File: src/rtl/clk_sw_pkg.sv
// Shared types for the muxed-clock switch sequencer: FSM states and the {AB,CD} select pair.
package clk_sw_pkg;

  typedef enum logic [2:0] {IDLE, DRAIN, SWITCH, SETTLE, DONE} clk_sw_state_t;

  typedef struct packed {
    logic ab;
    logic cd;
  } clk_sel_t;

  localparam clk_sel_t CLK_SEL_RST = '0;

endpackage

File: src/rtl/clk_switch_ctrl_if.sv
// Requester/mux-side bundle of clk_switch_ctrl; sw_count exists only when CLK_SW_CNT_EN is defined.
interface clk_switch_ctrl_if #(
  parameter int NREQ = 4
`ifdef CLK_SW_CNT_EN
  , parameter int CNTW = 8
`endif
);

  logic [NREQ-1:0]   req;
  logic [2*NREQ-1:0] req_sel;
  logic [NREQ-1:0]   gnt;
  logic              busy;
  logic              clk_en;
  logic              cntrlAB;
  logic              cntrlCD;
`ifdef CLK_SW_CNT_EN
  logic [CNTW-1:0]   sw_count;
`endif

`ifdef CLK_SW_CNT_EN
  modport master (output req, req_sel,
                  input  gnt, busy, clk_en, cntrlAB, cntrlCD, sw_count);
  modport slave  (input  req, req_sel,
                  output gnt, busy, clk_en, cntrlAB, cntrlCD, sw_count);
`else
  modport master (output req, req_sel,
                  input  gnt, busy, clk_en, cntrlAB, cntrlCD);
  modport slave  (input  req, req_sel,
                  output gnt, busy, clk_en, cntrlAB, cntrlCD);
`endif

endinterface

File: src/rtl/rr_arbiter.sv
// Combinational round-robin search: first asserted req at or after ptr, wrapping.
module rr_arbiter #(
  parameter  int NREQ = 4,
  localparam int IW   = $clog2(NREQ)
) (
  input  logic [NREQ-1:0] req,
  input  logic [IW-1:0]   ptr,
  output logic            valid,
  output logic [IW-1:0]   idx
);

  // Scan farthest-first so the nearest hit to ptr is the last one written.
  always_comb begin
    int j;
    valid = 1'b0;
    idx   = ptr;
    j     = 0;
    for (int off = NREQ - 1; off >= 0; off--) begin
      j = int'(ptr) + off;
      if (j >= NREQ) j = j - NREQ;
      if (req[IW'(j)]) begin
        valid = 1'b1;
        idx   = IW'(j);
      end
    end
  end

endmodule

File: src/rtl/clk_switch_ctrl.sv
// Gate / switch / settle / grant sequencer for the AB and CD muxed clocks.
// Optional switch counter enabled by defining CLK_SW_CNT_EN.
module clk_switch_ctrl
  import clk_sw_pkg::*;
#(
  parameter int NREQ   = 4,
  parameter int SETTLE = 4
`ifdef CLK_SW_CNT_EN
  , parameter int CNTW = 8
`endif
) (
  input logic              clk,
  input logic              rst,
  clk_switch_ctrl_if.slave bus
);

  localparam int IW = $clog2(NREQ);
  localparam int CW = $clog2(SETTLE + 1);

  clk_sw_state_t   state_q, state_d;
  logic [CW-1:0]   cnt_q, cnt_d;
  logic [IW-1:0]   idx_q, idx_d;
  clk_sel_t        tgt_q, tgt_d;
  clk_sel_t        sel_q, sel_d;
  logic            clk_en_q, clk_en_d;
  logic [NREQ-1:0] gnt_q, gnt_d;
  logic            busy_q;
  logic [IW-1:0]   ptr_q, ptr_d;
  logic [NREQ-1:0] mask_q, mask_d;

  logic            arb_valid;
  logic [IW-1:0]   arb_idx;
  clk_sel_t        arb_sel;

  function automatic logic [NREQ-1:0] onehot(input logic [IW-1:0] i);
    return {{(NREQ-1){1'b0}}, 1'b1} << i;
  endfunction

  function automatic logic [IW-1:0] next_ptr(input logic [IW-1:0] i);
    return (i == IW'(NREQ - 1)) ? '0 : i + IW'(1);
  endfunction

  // The just-granted requester sits out exactly one IDLE cycle.
  rr_arbiter #(.NREQ(NREQ)) u_arb (
    .req   (bus.req & ~mask_q),
    .ptr   (ptr_q),
    .valid (arb_valid),
    .idx   (arb_idx)
  );

  assign arb_sel = clk_sel_t'(bus.req_sel[{arb_idx, 1'b0} +: 2]);

  always_comb begin
    state_d  = state_q;
    cnt_d    = cnt_q;
    idx_d    = idx_q;
    tgt_d    = tgt_q;
    sel_d    = sel_q;
    clk_en_d = clk_en_q;
    gnt_d    = '0;
    ptr_d    = ptr_q;
    mask_d   = '0;
    unique case (state_q)
      IDLE: begin
        if (arb_valid) begin
          idx_d = arb_idx;
          tgt_d = arb_sel;
          if (arb_sel == sel_q) begin
            state_d = DONE;
            gnt_d   = onehot(arb_idx);
            ptr_d   = next_ptr(arb_idx);
          end else begin
            state_d  = DRAIN;
            clk_en_d = 1'b0;
            cnt_d    = CW'(SETTLE);
          end
        end
      end
      DRAIN: begin
        if (cnt_q == CW'(1)) begin
          state_d = SWITCH;
          sel_d   = tgt_q;
        end else begin
          cnt_d = cnt_q - CW'(1);
        end
      end
      SWITCH: begin
        state_d = clk_sw_pkg::SETTLE;
        cnt_d   = CW'(SETTLE);
      end
      clk_sw_pkg::SETTLE: begin
        if (cnt_q == CW'(1)) begin
          state_d  = DONE;
          clk_en_d = 1'b1;
          gnt_d    = onehot(idx_q);
          ptr_d    = next_ptr(idx_q);
        end else begin
          cnt_d = cnt_q - CW'(1);
        end
      end
      DONE: begin
        state_d = IDLE;
        mask_d  = gnt_q;
      end
      default: state_d = IDLE;
    endcase
  end

  always_ff @(posedge clk) begin
    if (rst) begin
      state_q  <= IDLE;
      cnt_q    <= '0;
      sel_q    <= CLK_SEL_RST;
      clk_en_q <= 1'b1;
      gnt_q    <= '0;
      busy_q   <= 1'b0;
      ptr_q    <= '0;
      mask_q   <= '0;
    end else begin
      state_q  <= state_d;
      cnt_q    <= cnt_d;
      sel_q    <= sel_d;
      clk_en_q <= clk_en_d;
      gnt_q    <= gnt_d;
      busy_q   <= (state_d != IDLE);
      ptr_q    <= ptr_d;
      mask_q   <= mask_d;
    end
  end

  always_ff @(posedge clk) begin
    idx_q <= idx_d;
    tgt_q <= tgt_d;
  end

`ifdef CLK_SW_CNT_EN
  logic [CNTW-1:0] sw_cnt_q;

  always_ff @(posedge clk) begin
    if (rst) begin
      sw_cnt_q <= '0;
    end else if (state_d == SWITCH) begin
      sw_cnt_q <= sw_cnt_q + CNTW'(1);
    end
  end

  assign bus.sw_count = sw_cnt_q;
`endif

  assign bus.gnt     = gnt_q;
  assign bus.busy    = busy_q;
  assign bus.clk_en  = clk_en_q;
  assign bus.cntrlAB = sel_q.ab;
  assign bus.cntrlCD = sel_q.cd;

endmodule

File: src/flat_wrapper.sv
// flat-port wrapper written by rule: the top's interface ports become plain ports
module clk_switch_ctrl_flat import clk_sw_pkg::*;
#(
  parameter int NREQ   = 4,
  parameter int SETTLE = 4

)
  (clk, rst, bus_req, bus_req_sel, bus_gnt, bus_busy, bus_clk_en, bus_cntrlAB, bus_cntrlCD);
  clk_switch_ctrl_if #(.NREQ(NREQ)) bus_i ();
  input logic clk;
  input logic rst;
  input wire logic [$bits(bus_i.req)-1:0] bus_req;
  input wire logic [$bits(bus_i.req_sel)-1:0] bus_req_sel;
  output wire logic [$bits(bus_i.gnt)-1:0] bus_gnt;
  output wire logic [$bits(bus_i.busy)-1:0] bus_busy;
  output wire logic [$bits(bus_i.clk_en)-1:0] bus_clk_en;
  output wire logic [$bits(bus_i.cntrlAB)-1:0] bus_cntrlAB;
  output wire logic [$bits(bus_i.cntrlCD)-1:0] bus_cntrlCD;
  assign bus_i.req = bus_req;
  assign bus_i.req_sel = bus_req_sel;
  assign bus_gnt = bus_i.gnt;
  assign bus_busy = bus_i.busy;
  assign bus_clk_en = bus_i.clk_en;
  assign bus_cntrlAB = bus_i.cntrlAB;
  assign bus_cntrlCD = bus_i.cntrlCD;
  clk_switch_ctrl #(.NREQ(NREQ), .SETTLE(SETTLE)) u_core (.clk(clk), .rst(rst), .bus(bus_i));
endmodule
File: config.mk
export PLATFORM = sky130hd
export DESIGN_NAME = clk_switch_ctrl_flat
export DESIGN_NICKNAME = d
export VERILOG_FILES = /design/src/rtl/clk_sw_pkg.sv /design/src/rtl/clk_switch_ctrl_if.sv /design/src/rtl/rr_arbiter.sv /design/src/rtl/clk_switch_ctrl.sv /design/src/flat_wrapper.sv
export SDC_FILE = /design/constraint.sdc
export NUM_CORES = 1
export LEC_CHECK = 0
export CORE_ASPECT_RATIO = 0.75
export CORE_MARGIN = 4
export CORE_UTILIZATION = 65
export CTS_BUF_LIST = sky130_fd_sc_hd__clkbuf_4
export DETAILED_ROUTE_END_ITERATION = 7
export DONT_BUFFER_PORTS = 1
export GPL_TIMING_DRIVEN = 0
export PLACE_DENSITY_LB_ADDON = 0.12
export SYNTH_ARGS = -nofsm -noshare
export SYNTH_HDL_FRONTEND = slang
export SYNTH_SLANG_ARGS = --single-unit
File: constraint.sdc
create_clock -name clk -period 4.54 [get_ports clk]
set_clock_uncertainty 0.05 [all_clocks]
set_input_delay 0.681 -clock clk [delete_from_list [all_inputs] [get_ports clk]]
set_output_delay 0.681 -clock clk [all_outputs]
set_load 0.01 [all_outputs]
==> flow_summary_export.csv <==
group,metric,value,unit
outcome,status,"finished, final reports clean",
pwr,leakagePower,0.5597,nW
global_routing,grt_start_max_net_pins,14,
placement,place_inst,160,
timing,min_period,2824,ps
worst_setup_path,worst_path_max_delay_cell,"xnor2_1",
pwr,switchingPower,0.0003739,W
yosys,synthXorXnorAreaFrac,1.961,%
worst_setup_path,crit_type,"input pin to register",
yosys,ys_seq_elements,24,
yosys,synthArstFlopShare,0,%
pwr,netSwitchingFraction,43.75,%
worst_setup_path,r2r_end,"u_core.cnt_q[2]$_SDFFE_PP0P_",
drt,viasPerCell,6.564,
layout,syn_to_final_growth,4.575,%
clock_network,clock_path_buffers,2,
timing,hold_viol,0,
yosys,netlist_top_cells_area,"dfxtp_1, ha_1, edfxtp_1, mux2i_1, a21oi_1",
yosys,synthesis.nets,162,
worst_setup_path,crit_path_frequent_cell,"mux2i_1",
worst_setup_path,crit_required,4720,ps
global_routing,grt_util_all_layers,22.93,%
yosys,synthTopCellsByCount,"dfxtp_1, ha_1, inv_1",
placement,dpl_cell_area,1368,µm²
clock_network,ctsResizeCount,0,
yosys,synth_area_leader_cell,"dfxtp_1",
floorplan,die-area,2860,µm²
worst_setup_path,critical_path.n_buffers_inverters,1,
worst_setup_path,crit_family,"compound AO/OA/AOI/OAI gates",
yosys,synth_compound_area_share,19.70,%
yosys,synth_edf_count,4,
clock_network,htree_levels,1,
drt,num_vias,1083,
worst_setup_path,r2r_slack,1740,ps
timing,worstMarginPinSlew,874.7,ps
layout,num-nets-final,168,
global_routing,grt_pass1_vias,1059,
pwr,irDropWorstVdd,0.0004754,V
drt,drtIter0Drc,84,
drt,drt_first_pass_iters,5,
pwr,comb_power_share,48.9,%
worst_setup_path,cp_max_fo,8,
global_routing,grt_antenna_before_repair,0,
timing,worst_slack,1716,ps
worst_setup_path,cp_data_arrival_time,3010,ps
drt,wire_per_inst,17.97,µm
yosys,synth-simple-area-share,18.67,%
worst_setup_path,reg2reg_depth,8,
yosys,ys_warn_count,0,
drt,wirelength,2965,µm
timing,max_freq,354.1,MHz
yosys,synth_top_area_share,29.88,%
worst_hold_path,min_from,"u_core.tgt_q[1]$_DFFE_PP_",
pwr,power.share.clock,11.6,%
floorplan,start_util,72.91,%
clock_network,numCtsBuffers,3,
clock_network,cts_tree,"yes",
placement,io_buffers,0,
timing,rsz0062_at_grt,"no",
layout,layout-drive-gt1-share,9.091,%
clock_network,clkLatencyLatePin,330,ps
pwr,p_seq_share,39.6,%
clock_network,cts_hold_buf,0,
floorplan,die_h,47.32,µm
layout,antenna_cells,0,
layout,final_cells,165,
timing,slew-limit-headroom,41.56,%
floorplan,die_w,60.43,µm
clock_network,clk_pin_slew,140,ps
pwr,cellPowerDensity,609.9,nW/µm²
clock_network,postCtsSetupBuffers,0,
worst_hold_path,hold_depth,2,
placement,pre_cts_slack,1400,ps
floorplan,ios,22,
yosys,syn_inst,138,
worst_hold_path,hold_end,"u_core.bus.cntrlAB$_SDFFE_PP0P_",
yosys,avgSynthCellArea,9.710,µm²
placement,dp_hpwl,2096,µm
timing,fin_setup_tns,0,ps
yosys,synthAdderAreaFrac,9.337,%
yosys,yosysMostFrequentCell,"dfxtp_1",
floorplan,core-area,1838,µm²
worst_setup_path,start_kind,"input pin",
layout,final_area,1401,µm²
yosys,synthesis.area,1340,µm²
yosys,synthDistinctLibCells,40,
yosys,seq_area_frac_synth,38.84,%
global_routing,grt_pass1_wl,4747,µm
yosys,synthFlopType,"dfxtp_1",
timing,holdWs,459.4,ps
clock_network,cts_num_sinks,24,
drt,drc,0,
yosys,synth_mux_area_share,6.723,%
placement,gp_congestion,0.8794,
worst_setup_path,r2r_start,"u_core.ptr_q[1]$_SDFFE_PP0P_",
timing,report.final.slew_viol_count,0,
layout,fill_cells,118,
worst_setup_path,cp-end-kind,"register",
drt,ant_nets,0,
worst_hold_path,hold_path.class,"register to register",
global_routing,overflow,0,
timing,setup_viol,0,
pwr,power.internal,0.0004808,W
clock_network,root_buffer,"clkbuf_4",
worst_setup_path,cp_cell_sequence,"nor2b_4 -> or3_1 -> a31o_1 -> buf_6 -> mux2i_1 -> mux2i_1 -> xnor2_1 -> a21boi_2 -> o31a_1",
worst_setup_path,slowest_delay,610,ps
floorplan,rows,13,
yosys,synth_top_family_by_area,"compound AO/OA/AOI/OAI gates",
timing,min_period_over_period,62.21,%
run,maxCapViolCount,0,
==> worst min-delay path, cell delays in order, from the launching register on <==
cell,delay (ps)
edfxtp_1,350
mux2i_1,60
nor2_1,80
==> area by class of cell <==
class	count	area, µm²	area share [%]
multi-input combinational	99	755.7	53.93
sequential	24	520.5	37.14
inverter	10	37.54	2.679
tap	22	27.53	1.964
buffer	5	26.28	1.875
clock buffer	3	22.52	1.607
timing repair buffer	1	7.507	0.5357
clock inverter	1	3.754	0.2679
==> metal layers <==
metal / vias up / global-route usage [%] / share of wire, % / wire length (µm)
li1: 505 / - / - / -
met1: 487 / 27.03 / 42 / 1245
met2: 70 / 39.01 / 46 / 1350
met3: 21 / 7.418 / 8.1 / 241
met4: 0 / 9.957 / 4.3 / 127
met5: - / 0 / 0 / 0
==> kinds of logic (layout without fill, tap and decap cells) <==
family | Yosys count | after routing
AO/OA/AOI/OAI | 33 | 33
multiplexers | 9 | 9
XOR/XNOR | 3 | 3
AND/OR/NAND/NOR | 44 | 44
buffers and inverters | 15 | 20
flip-flops | 24 | 24
adder cells (fa/ha/maj) | 10 | 10
==> worst max path at each step <==
stage | from | endpoint | cells past startpoint
final | bus_req[3] | u_core.cnt_q[2]$_SDFFE_PP0P_ | 9
after global routing | bus_req[1] | u_core.cnt_q[2]$_SDFFE_PP0P_ | 8
after CTS | bus_req[3] | u_core.cnt_q[2]$_SDFFE_PP0P_ | 9
after detailed placement | bus_req[3] | u_core.cnt_q[2]$_SDFFE_PP0P_ | 9
after global placement | bus_req[3] | u_core.cnt_q[2]$_SDFFE_PP0P_ | 9
after floorplan | bus_req[3] | u_core.cnt_q[2]$_SDFFE_PP0P_ | 9
==> power by group through the flow <==
| stage | combinational [W] | clock, W | sequential (W) |
|---|---|---|---|
| after detailed placement | 0.000389 | 0 | 0.000343 |
| final | 0.000418 | 0.0000988 | 0.000338 |
| after floorplan | 0.000312 | 0 | 0.000328 |
| after CTS | 0.000393 | 0.0000983 | 0.000337 |
| after global placement | 0.000362 | 0 | 0.000337 |
| after global routing | 0.000455 | 0.000108 | 0.000347 |
==> state kept, by name, summed over array words and instances, names as in the netlist <==
signal and count:
u_core.ptr_q 2, u_core.bus.clk_en 1, u_core.bus.gnt 4, u_core.state_q 3, u_core.cnt_q 3, u_core.tgt_q 2
u_core.bus.cntrlAB 1, u_core.mask_q 4, u_core.bus.cntrlCD 1, u_core.bus.busy 1, u_core.idx_q 2
==> metrics by stage <==
stage,power (W),util (%)
finish,0.0008547,76.24
global route,0.0009099,76.24
CTS,0.0008282,75.83
detailed placement,0.0007316,74.40
global placement,0.0006994,74.40
floorplan,0.0006399,-
==> layout by cell type, fill, tap and decap left out, types with 3 or more instances in the layout <==
cell      synthesis  routed
ha_1             10      10
a21oi_1           8       8
nand4_1           4       4
and2_1            6       6
inv_1            10      10
nand2b_1          3       3
nor3_1            3       3
nor2_1            9       9
nand3b_1          3       3
clkbuf_1          3       3
clkbuf_4          0       3
a311oi_1          3       3
dfxtp_1          20      20
nand2_1           6       6
o21ai_0           4       4
edfxtp_1          4       4
nor2b_1           4       4
mux2i_1           9       9
(Power assumes the default switching activity.)
